`config.mk`:
```
export PLATFORM = sky130hd
export DESIGN_NAME = ips_spike_encoder
export DESIGN_NICKNAME = d
export VERILOG_FILES = /design/src/rtl/ips_spike_encoder.sv
export SDC_FILE = /design/constraint.sdc
export NUM_CORES = 1
export LEC_CHECK = 0
export CORE_UTILIZATION = 45
export DETAILED_ROUTE_END_ITERATION = 6
export GPL_TIMING_DRIVEN = 0
export PLACE_DENSITY = 0.73
export SLEW_MARGIN = 20
export SYNTH_ARGS = -nofsm -noshare
export SYNTH_HDL_FRONTEND = slang
export SYNTH_SLANG_ARGS = --single-unit
```
`constraint.sdc`:
```
create_clock -name clk -period 2.76 [get_ports clk]
set_input_delay 0.276 -clock clk [delete_from_list [all_inputs] [get_ports clk]]
set_output_delay 0.276 -clock clk [all_outputs]
set_load 0.01 [all_outputs]
```
`src/rtl/ips_spike_encoder.sv`:
```
// Purpose : Poisson-encodes N_IN pixel intensities into one spike bit each, using an LFSR random number per compare.
// Latency : start_ips sampled on edge 0; valid_ips pulses for one cycle after edge N_IN+1 (17 cycles at the defaults).
// Backpr. : none; the pixel memory answers every read, and start_ips outside IDLE is dropped, not queued.
//
// Ports:
//   clk, rst_n       single clock, asynchronous active-low reset
//   start_ips        one-cycle launch pulse, honoured only in IDLE
//   pix_rd/pix_addr  registered read request to the external pixel memory
//   pix_data         read data for the address presented on the previous edge
//   spike_vec        encoded spikes (bit i <- pixel i), held until the next launch
//   valid_ips        one-cycle done pulse
//   busy             high while a run is in progress
//   spike_cnt        number of ones in spike_vec (only with IPS_SPIKE_COUNT_EN defined)
//
// Build option: define IPS_SPIKE_COUNT_EN to add the spike_cnt output and its counter.

module ips_spike_encoder #(
    parameter int N_IN   = 16,
    parameter int ADDR_W = 4,
    parameter int PIX_W  = 8
) (
    input  logic              clk,
    input  logic              rst_n,
    input  logic              start_ips,
    output logic              pix_rd,
    output logic [ADDR_W-1:0] pix_addr,
    input  logic [PIX_W-1:0]  pix_data,
    output logic [N_IN-1:0]   spike_vec,
    output logic              valid_ips,
    output logic              busy
`ifdef IPS_SPIKE_COUNT_EN
    ,
    output logic [15:0]       spike_cnt
`endif
);

    typedef enum logic [1:0] {
        IDLE  = 2'd0,
        FETCH = 2'd1,
        DRAIN = 2'd2
    } state_t;

    localparam logic [15:0]       LFSR_SEED = 16'hACE1;
    localparam logic [15:0]       LFSR_TAPS = 16'hB400;
    localparam logic [ADDR_W-1:0] LAST_IDX  = ADDR_W'(N_IN - 1);

    state_t            state;
    state_t            state_nxt;
    logic              launch;
    logic              issue;
    logic              finish;
    logic [ADDR_W-1:0] issue_idx;

    logic [15:0]       lfsr;
    logic [15:0]       lfsr_nxt;
    logic [PIX_W-1:0]  rnd;
    logic              hit;

    // ------------------------------------------------------------------
    // FSM: state register + next-state / control decode
    // ------------------------------------------------------------------
    always_ff @(posedge clk or negedge rst_n) begin
        if (!rst_n) begin
            state <= IDLE;
        end else begin
            state <= state_nxt;
        end
    end

    always_comb begin
        state_nxt = state;
        launch    = 1'b0;
        issue     = 1'b0;
        finish    = 1'b0;
        case (state)
            IDLE: begin
                if (start_ips) begin
                    launch    = 1'b1;
                    state_nxt = FETCH;
                end
            end
            FETCH: begin
                issue = 1'b1;
                if (issue_idx == LAST_IDX) begin
                    state_nxt = DRAIN;
                end
            end
            DRAIN: begin
                finish    = 1'b1;
                state_nxt = IDLE;
            end
            default: state_nxt = IDLE;
        endcase
    end

    // ------------------------------------------------------------------
    // Read request generation. Outputs are registered, so the first
    // address appears one edge after the launch edge.
    // ------------------------------------------------------------------
    always_ff @(posedge clk or negedge rst_n) begin
        if (!rst_n) begin
            issue_idx <= '0;
            pix_rd    <= 1'b0;
            pix_addr  <= '0;
            busy      <= 1'b0;
            valid_ips <= 1'b0;
        end else begin
            valid_ips <= finish;
            if (launch) begin
                issue_idx <= '0;
            end
            if (issue) begin
                pix_rd    <= 1'b1;
                pix_addr  <= issue_idx;
                busy      <= 1'b1;
                issue_idx <= issue_idx + ADDR_W'(1);
            end
            if (finish) begin
                pix_rd <= 1'b0;
                busy   <= 1'b0;
            end
        end
    end

    // ------------------------------------------------------------------
    // Compare stage. pix_data belongs to the address registered on the
    // previous edge, and pix_rd/pix_addr still carry that request during
    // this cycle, so they directly qualify and steer the compare. This
    // keeps the compare one address behind the issue without extra
    // pipeline registers.
    // ------------------------------------------------------------------
    assign rnd      = lfsr[PIX_W-1:0];
    assign hit      = (pix_data > rnd);
    assign lfsr_nxt = {1'b0, lfsr[15:1]} ^ (lfsr[0] ? LFSR_TAPS : 16'h0000);

    always_ff @(posedge clk or negedge rst_n) begin
        if (!rst_n) begin
            lfsr <= LFSR_SEED;
        end else if (pix_rd) begin
            lfsr <= lfsr_nxt;
        end
    end

    always_ff @(posedge clk or negedge rst_n) begin
        if (!rst_n) begin
            spike_vec <= '0;
        end else if (launch) begin
            spike_vec <= '0;
        end else if (pix_rd) begin
            for (int i = 0; i < N_IN; i++) begin
                if (pix_addr == ADDR_W'(i)) begin
                    spike_vec[i] <= hit;
                end
            end
        end
    end

`ifdef IPS_SPIKE_COUNT_EN
    always_ff @(posedge clk or negedge rst_n) begin
        if (!rst_n) begin
            spike_cnt <= 16'd0;
        end else if (launch) begin
            spike_cnt <= 16'd0;
        end else if (pix_rd && hit) begin
            spike_cnt <= spike_cnt + 16'd1;
        end
    end
`endif

endmodule

```
---- Word-level counts from Yosys, hierarchy flattened ----
Index checks and enable logic that the tools add are counted.
operators by class
  $add $sub $neg .......................... 1
  order comparisons ....................... 1
  equality and inequality tests ........... 20
  mux-type cells .......................... 30
  bitwise logic cells ..................... 1
  reduce and logical (&&, ||, !) cells .... 38
operators by type and width
  cell                                                                    number
  16-bit two-way mux                                                      3
  2-bit nonzero test                                                      19
  4-bit equality test (second input constant)                             9
  2-bit AND reduction                                                     17
  1-bit two-way mux                                                       22
  4-bit by 3-bit equality test with 1-bit output (second input constant)  4
  15-bit by 16-bit XOR with 16-bit output                                 1
  4-bit by 2-bit equality test with 1-bit output (second input constant)  2
  8-bit greater-than comparator                                           1
  4-bit two-way mux                                                       2
  4-bit by 1-bit adder with 4-bit output (second input constant)          1
  4-bit by 1-bit equality test with 1-bit output (second input constant)  1
  4-bit logical NOT                                                       1
  2-bit two-way mux                                                       2
  2-bit inequality test (second input constant)                           2
  2-bit one-hot mux with 2 select lines                                   1
  2-bit by 1-bit equality test with 1-bit output (second input constant)  1
  2-bit equality test (second input constant)                             1
  2-bit logical NOT                                                       1
word-level totals
  register bits ........................... 44
  bits of input ports ..................... 11
  logic and storage cells ................. 113

---- Longest topological paths before layout ----
Gate-level depths: netlist (run 1).
  depth after elaboration ................. 4
  mapped depth ............................ 7
  gate-level depth less buffers ........... 6

---- Least setup slack after synthesis (run 1) ----
No wires, ideal clock.
  path type ............................... flip-flop to flip-flop
  from .................................... register lfsr[7]
  to ...................................... register spike_vec[0]
  library setup time ...................... 0.127 ns
  arrival ................................. 1.603 ns
  required time ........................... 2.633 ns
  slack ................................... 1.031 ns
  stages on the path, launching flop included .. 8
  path buffers ............................ 1
  clock period less this slack ............ 1.729 ns
  cell sequence ........................... dfstp_2 > inv_1 > ha_1 > nand4_1 > o21ai_1 > buf_2 > mux2_2 > a21oi_1
on the way
  cells in the longest elaborated chain, start to end .. 4
RTL lines
  element                        line  RTL
  start, declared                54    logic [15:0] lfsr;
  start signal, assigned         140   lfsr <= lfsr_nxt;
  8-bit greater-than comparator  133   assign hit = (pix_data > rnd);
  1-bit two-way mux              151   if (pix_addr == ADDR_W'(i)) begin
  16-bit two-way mux             149   end else if (pix_rd) begin
  16-bit two-way mux             147   end else if (launch) begin
  end signal, assigned by index  152   spike_vec[i] <= hit;
  end, declared                  28    output logic [N_IN-1:0] spike_vec,
Every way passes these cells. The select of a mux whose other input is x is not followed.
A chain may end at the register's enable or synchronous reset.

---- Worst setup path after layout (run 1) ----
  from .................................... register lfsr[7]
  to ...................................... register spike_vec[5]
Same word-level chain as after synthesis.

==> summary.txt, run 1 <==
Max-slew violation count: 0
Slew @ Worst Pin: 0.490 ns
Sequential area share after synthesis: 48.2%
TritonCTS buffer count: 5
Clock Skews: 0.00894 ns
Htree depth: 2
GR peak layer: met2
YS warnings: 0
Hold Path Class: in -> async
Num rows: 25
Final core occ: 58.7%
Via count: 1,703
Post-CTS Setup Bufs: 0
DRT iter0 DRCs: 133
Maximum capacitance violations: 0
Die height: 73.6 um
CORE AREA: 0.00482 sq mm
Area Growth Syn to Fin: 22.6%
Gate Count Post-Synth: 231
# IOs: 34
CP max stage cell: dfstp_2
Final setup TNS: 0 ns
Syn avg cell area: 9.98 sq um
Drt wl/cell: 12.8 um
Antenna violations before repair: 0
Tcrit/Tclk final: 75.3%
Clock root buffer master: clkbuf_8
Max Fclk: 0.481 GHz
Die width: 73.6 um
Largest net degree at the start of global routing: 33
Clock-pin slew on the worst setup and hold paths: 0.08 ns
Post-Route WL: 4.37 mm
Final hold violation count: 0
Status: finished clean
Pre-antenna DRT Iters: 4
Grt met2 use: 28.7%
CP Launch Type: flip-flop
Max clock buf depth: 2
Crit-path max cell delay: 0.53 ns
FF+latch count, synth: 44
Worst-Skew Late Latency: 0.29 ns
Critical Setup Path Class: reg -> reg
Antenna Cells: 0
Vias per inst: 4.99
Most frequent cells in the layout: 45 x nand2_1, 36 x dfrtp_1, 32 x clkdlybuf4s50_1
Final antenna-violating net count: 0
VDD IR max: 0.642 mV
Final min period: 2.08 ns
Worst Path Required: 2.94 ns
CP cell instances: inv_1 > ha_1 > nand4_1 > o21ai_1 > buf_2 > mux2_2 > a21oi_1
Hpwl dp: 3.21 mm
Number of gates resized after CTS: 0
Die area: 0.00541 sq mm
Crit path arrival time: 2.26 ns
DRC: 0
I/O Buffers: 33
Layout cells sized above 1: 18.2%
Pwr Density: 993 mW/mm^2
Initial Utilization: 47.9%
Slew HR: 67.1%
Most common cell after layout, fill and taps aside: nand2_1
Syn Std Cell Area: 0.00231 sq mm
Library cells used by synthesis: 33
CP Max Fanout: 10
Fin nets: 297
Grt met1 use: 25.5%
Global-route usage over all layers: 18.8%
Vias in the first global route: 1,631
GR Overflow Total: 0
Final setup viols: 0
Worst Setup End Kind: flip-flop
Grt met3 use: 4.12%
GP Congestion: 0.796
First-pass GRT wire length: 7.61 mm
Leak Pwr: 0.00125 uW
Clock sink count: 44
CTS tree: built
Unrepaired setup endpoints after global routing: no
Mapped Nets: 255
==> worst max-delay path, delay by kind of cell, from the launching register on <==
kind            cells  cell delay [ns]
fa+ha+maj           1             0.31
mux                 1             0.19
simple gates        1             0.13
buf+inv             2             0.36
compound gates      2             0.45
flops               1             0.53
==> state kept, by name, summed over array words and instances, names as in the netlist <==
signal,cells
pix_addr,4
state,2
valid_ips,1
lfsr,16
issue_idx,4
busy,1
spike_vec,16
==> cell type report <==
cell class | count | area [sq um]
sequential | 44 | 1110
clock inverter | 1 | 5.00
inverter | 11 | 41.3
timing repair buffer | 35 | 355
clock buffer | 7 | 76.3
fill | 450 | 1990
multi-input combinational | 166 | 1100
buffer | 10 | 52.6
tap | 67 | 83.8
==> synthesized netlist by cell type (all sizes together) <==
cell	n	area share (%)
nand2	45	7.3
dfrtp	36	39
mux2	26	13
a21oi	23	5.5
nor2	20	3.3
ha	13	7.1
o21ai	13	2.8
inv	11	1.8
dfstp	8	9.1
buf	6	1.6
nand3	6	1.5
clkbuf	4	0.65
xnor2	4	1.5
and2b	2	0.65
and3b	2	0.92
mux2i	2	0.87
nand4	2	0.54
nor2b	2	0.54
a21o	1	0.33
and3	1	0.27
nor3b	1	0.54
o211ai	1	0.33
o22a	1	0.38
xor2	1	0.38
==> per-layer routing <==
metal,part of all wire [%],routed length [um]
met1,49,2120
met2,47,2030
met3,3.4,150
met4,1.4,60
met5,0,0
==> power by group <==
part	leakage [uW]	total, uW	internal (uW)	switching, uW
clock	0.0000422	383	178	205
sequential	0.000552	1130	939	192
combinational	0.000654	1290	648	646
total	0.00125	2810	1760	1040
==> per-stage QoR <==
stage	instances	power [uW]	area, sq um	hold slack (ns)	setup slack, ns
floorplan	231	1980	2310	-0.0196	1.03
detailed placement	332	2450	2740	0.193	0.529
finish	341	2810	2830	0.408	0.683
global placement	331	2400	2720	0.462	0.254
global route	341	3060	2830	0.427	0.474
CTS	341	2840	2830	0.398	0.653
==> logic make-up after synthesis <==
kind of cell	count (synthesis)	share of synthesized area [%]
simple gates	81	15.6
flops	44	48.2
compound gates	39	9.33
mux	28	13.9
buf+inv	21	4.07
fa+ha+maj	13	7.05
xor+xnor	5	1.90
==> repair_timing <==
action                     4_1_cts  5_1_grt
setup endpoints to repair        0        0
hold endpoints to repair        12        0
hold buffers                     1        0
==> worst paths after layout <==
check                           slack (ns)                start  cells after the start                        to
worst max register to register        0.68  lfsr[7]$_DFFE_PN1P_                      7  spike_vec[5]$_DFFE_PN0P_
max in group asynchronous             1.81                rst_n                      3      lfsr[15]$_DFFE_PN1P_
worst max-delay path                  0.68  lfsr[7]$_DFFE_PN1P_                      7  spike_vec[5]$_DFFE_PN0P_
min in group clk                      0.49  lfsr[7]$_DFFE_PN1P_                      2       lfsr[6]$_DFFE_PN1P_
worst min register to register        0.49  lfsr[7]$_DFFE_PN1P_                      2       lfsr[6]$_DFFE_PN1P_
worst min-delay path                  0.41                rst_n                      2  issue_idx[1]$_DFFE_PN0P_
(Power assumes the default switching activity.)
==> run 2, diff against run 1 <==
- PLACE_DENSITY: 0.73 -> 0.76
- clock period: 2.76 -> 1.7 ns (I/O delays scaled with it)
==> summary.txt, run 2 (same netlist as run 1, synthesis figures left out) <==
P_int: 3250 uW (+84%)
Die width: 73.6 um (unchanged)
Slew HR: 65.5% (-1.6 points)
Hold Path Class: in -> async
Max-slew violation count: 0 (unchanged)
Part of the power in registers: 35.5% (-4.8 points)
Max clock buf depth: 2 (unchanged)
DRC: 0 (unchanged)
Clock Skews: 0.00590 ns (-0.00304 ns)
Tcrit/Tclk final: 103% (+28 points)
Die height: 73.6 um (unchanged)
Crit path max-delay family: flip-flops
Most frequent cells in the layout: 45 x nand2_1, 36 x dfrtp_1, 32 x clkdlybuf4s50_1
Crit path arrival time: 1.94 ns (-0.32 ns)
GP Congestion: 0.761 (-4.4%)
Largest registers: lfsr: 16 flops, spike_vec: 16 flops
GR Overflow Total: 0 (unchanged)
Vias in the first global route: 1,770 (+8.5%)
CP cell instances: inv_2 > ha_4 > nand4_1 > o21ai_4 > buf_6 > mux2_4 > a21oi_2
Clock sink count: 44 (unchanged)
DP Cell Count: 332 (unchanged)
CTS tree: built
Final setup TNS: -0.570 ns (-0.570 ns)
Slew @ Worst Pin: 0.517 ns (+0.0269 ns)
CP Max Fanout: 5 (-5)
Worst Setup End Kind: flip-flop
Largest net degree at the start of global routing: 25 (-24%)
I/O Buffers: 33 (unchanged)
Antenna violations before repair: 0 (unchanged)
CP Launch Type: flip-flop
Clock-pin slew on the worst setup and hold paths: 0.08 ns (about the same)
Layout cells sized above 1: 28.2% (+10 points)
Htree depth: 2 (unchanged)
Hold WS: 0.375 ns (-0.0325 ns)
First-pass GRT wire length: 8.14 mm (+7.0%)
CP bufs+invs: 2 (unchanged)
Post-Route WL: 4.91 mm (+12%)
Critical Setup Path Class: reg -> reg
Clock root buffer master: clkbuf_8
Final setup viols: 15 (+15)
Worst Path Required: 1.89 ns (-1.05 ns)
Drt wl/cell: 14.1 um (+10%)
Leak Pwr: 0.00139 uW (+12%)
Vias per inst: 5.18 (+3.7%)
Global-route usage over all layers: 20.4% (+1.6 points)
Crit-path max cell delay: 0.54 ns (about the same)
Worst setup margin: -0.0502 ns (-0.733 ns)
Maximum capacitance violations: 0 (unchanged)
Failing checks: setup timing
Final min period: 1.75 ns (-0.327 ns)
Final hold violation count: 0 (unchanged)
Final antenna-violating net count: 0 (unchanged)
DP Worst Slack: -0.330 ns (-0.859 ns)
Num rows: 25 (unchanged)
Final non-filler cell total: 347 (+1.8%)
Die area: 0.00541 sq mm (unchanged)
Sw Pwr: 1890 uW (+81%)
Filler cell count in the final layout: 382 (-15%)
Clock power share: 15.6% (+2.0 points)
Initial Utilization: 47.9% (unchanged)
Status: finished with violations
Pre-antenna DRT Iters: 4 (unchanged)
Unrepaired setup endpoints after global routing: yes
Fin nets: 303 (+2.0%)
CORE AREA: 0.00482 sq mm (unchanged)
# IOs: 34 (unchanged)
Max Fclk: 0.571 GHz (+19%)
Switch share: 36.8% (-0.38 points)
Most common cell after layout, fill and taps aside: nand2_1
Logic pwr share: 48.9% (+2.8 points)
Pwr Density: 1680 mW/mm^2 (+69%)
VDD IR max: 0.767 mV (+19%)
Area Growth Syn to Fin: 33.0%
CP max stage cell: dfstp_2
Hpwl dp: 3.32 mm (+3.6%)
TritonCTS buffer count: 5 (unchanged)
Via count: 1,797 (+5.5%)
DRT iter0 DRCs: 100 (-25%)
Antenna Cells: 0 (unchanged)
Worst-Skew Late Latency: 0.30 ns (about the same)
## run 2: cell count changes in the layout (fill, tap and decap cells not counted), moves of 5 or more
cell	before	now
mux2_4	2	14
mux2_2	21	11
a21oi_2	3	11
a21oi_1	20	12
buf_4	1	6
## run 2: cell type report
type,count,area [sq um],share of cell area [%]
clock buffer,6,72.6,2.37
tap,67,83.8,2.73
clock inverter,2,35.0,1.14
multi-input combinational,166,1240,40.5
timing repair buffer,41,415,13.5
sequential,44,1110,36.2
inverter,11,41.3,1.35
buffer,10,65.1,2.12
## run 2: power groups by stage
| stage | clock [uW] | combinational [uW] | sequential (uW) |
|---|---|---|---|
| global route | 854 | 2790 | 1890 |
| floorplan | 0 | 1370 | 1860 |
| finish | 802 | 2520 | 1830 |
| CTS | 818 | 2490 | 1830 |
| global placement | 0 | 2070 | 1840 |
| detailed placement | 0 | 2140 | 1860 |
## run 2: final timing paths
path	start	endpoint	slack, ns	cells past startpoint
setup / recovery	lfsr[6]$_DFFE_PN1P_	spike_vec[0]$_DFFE_PN0P_	-0.05	7
hold / removal	rst_n	lfsr[9]$_DFFE_PN0P_	0.38	2
setup reg to reg	lfsr[6]$_DFFE_PN1P_	spike_vec[0]$_DFFE_PN0P_	-0.05	7
hold reg to reg	lfsr[10]$_DFFE_PN1P_	lfsr[10]$_DFFE_PN1P_	0.50	2
max in group asynchronous	rst_n	lfsr[13]$_DFFE_PN1P_	0.77	3
min in group clk	lfsr[10]$_DFFE_PN1P_	lfsr[10]$_DFFE_PN1P_	0.50	2
## run 2: timing repair
action                                  in CTS  in global routing
pin swaps                                    3                  0
hold buffers                                 1                  0
endpoints found under the hold margin       13                  0
endpoints found under the setup margin      16                 18
gates cloned                                 1                  0
gates resized for setup                     36                  5
buffers inserted                             4                  1
## run 2: through the flow
stage	power, uW	cell area [sq um]	utilization (%)
after floorplan	3230	2310	-
after global placement	3900	2720	56.5
after detailed placement	4000	2750	57.0
after CTS	5140	3050	63.3
after global routing	5530	3070	63.7
final	5150	3070	63.7
## run 2: per-layer routing
layer / vias to the layer above / GRT usage (%) / share of wire, %
met1: 883 / 26.7 / 45
met3: 5 / 4.12 / 3.3
li1: 875 / - / -
met4: 0 / 7.69 / 1.4
met5: - / 0 / 0
met2: 34 / 33.2 / 50
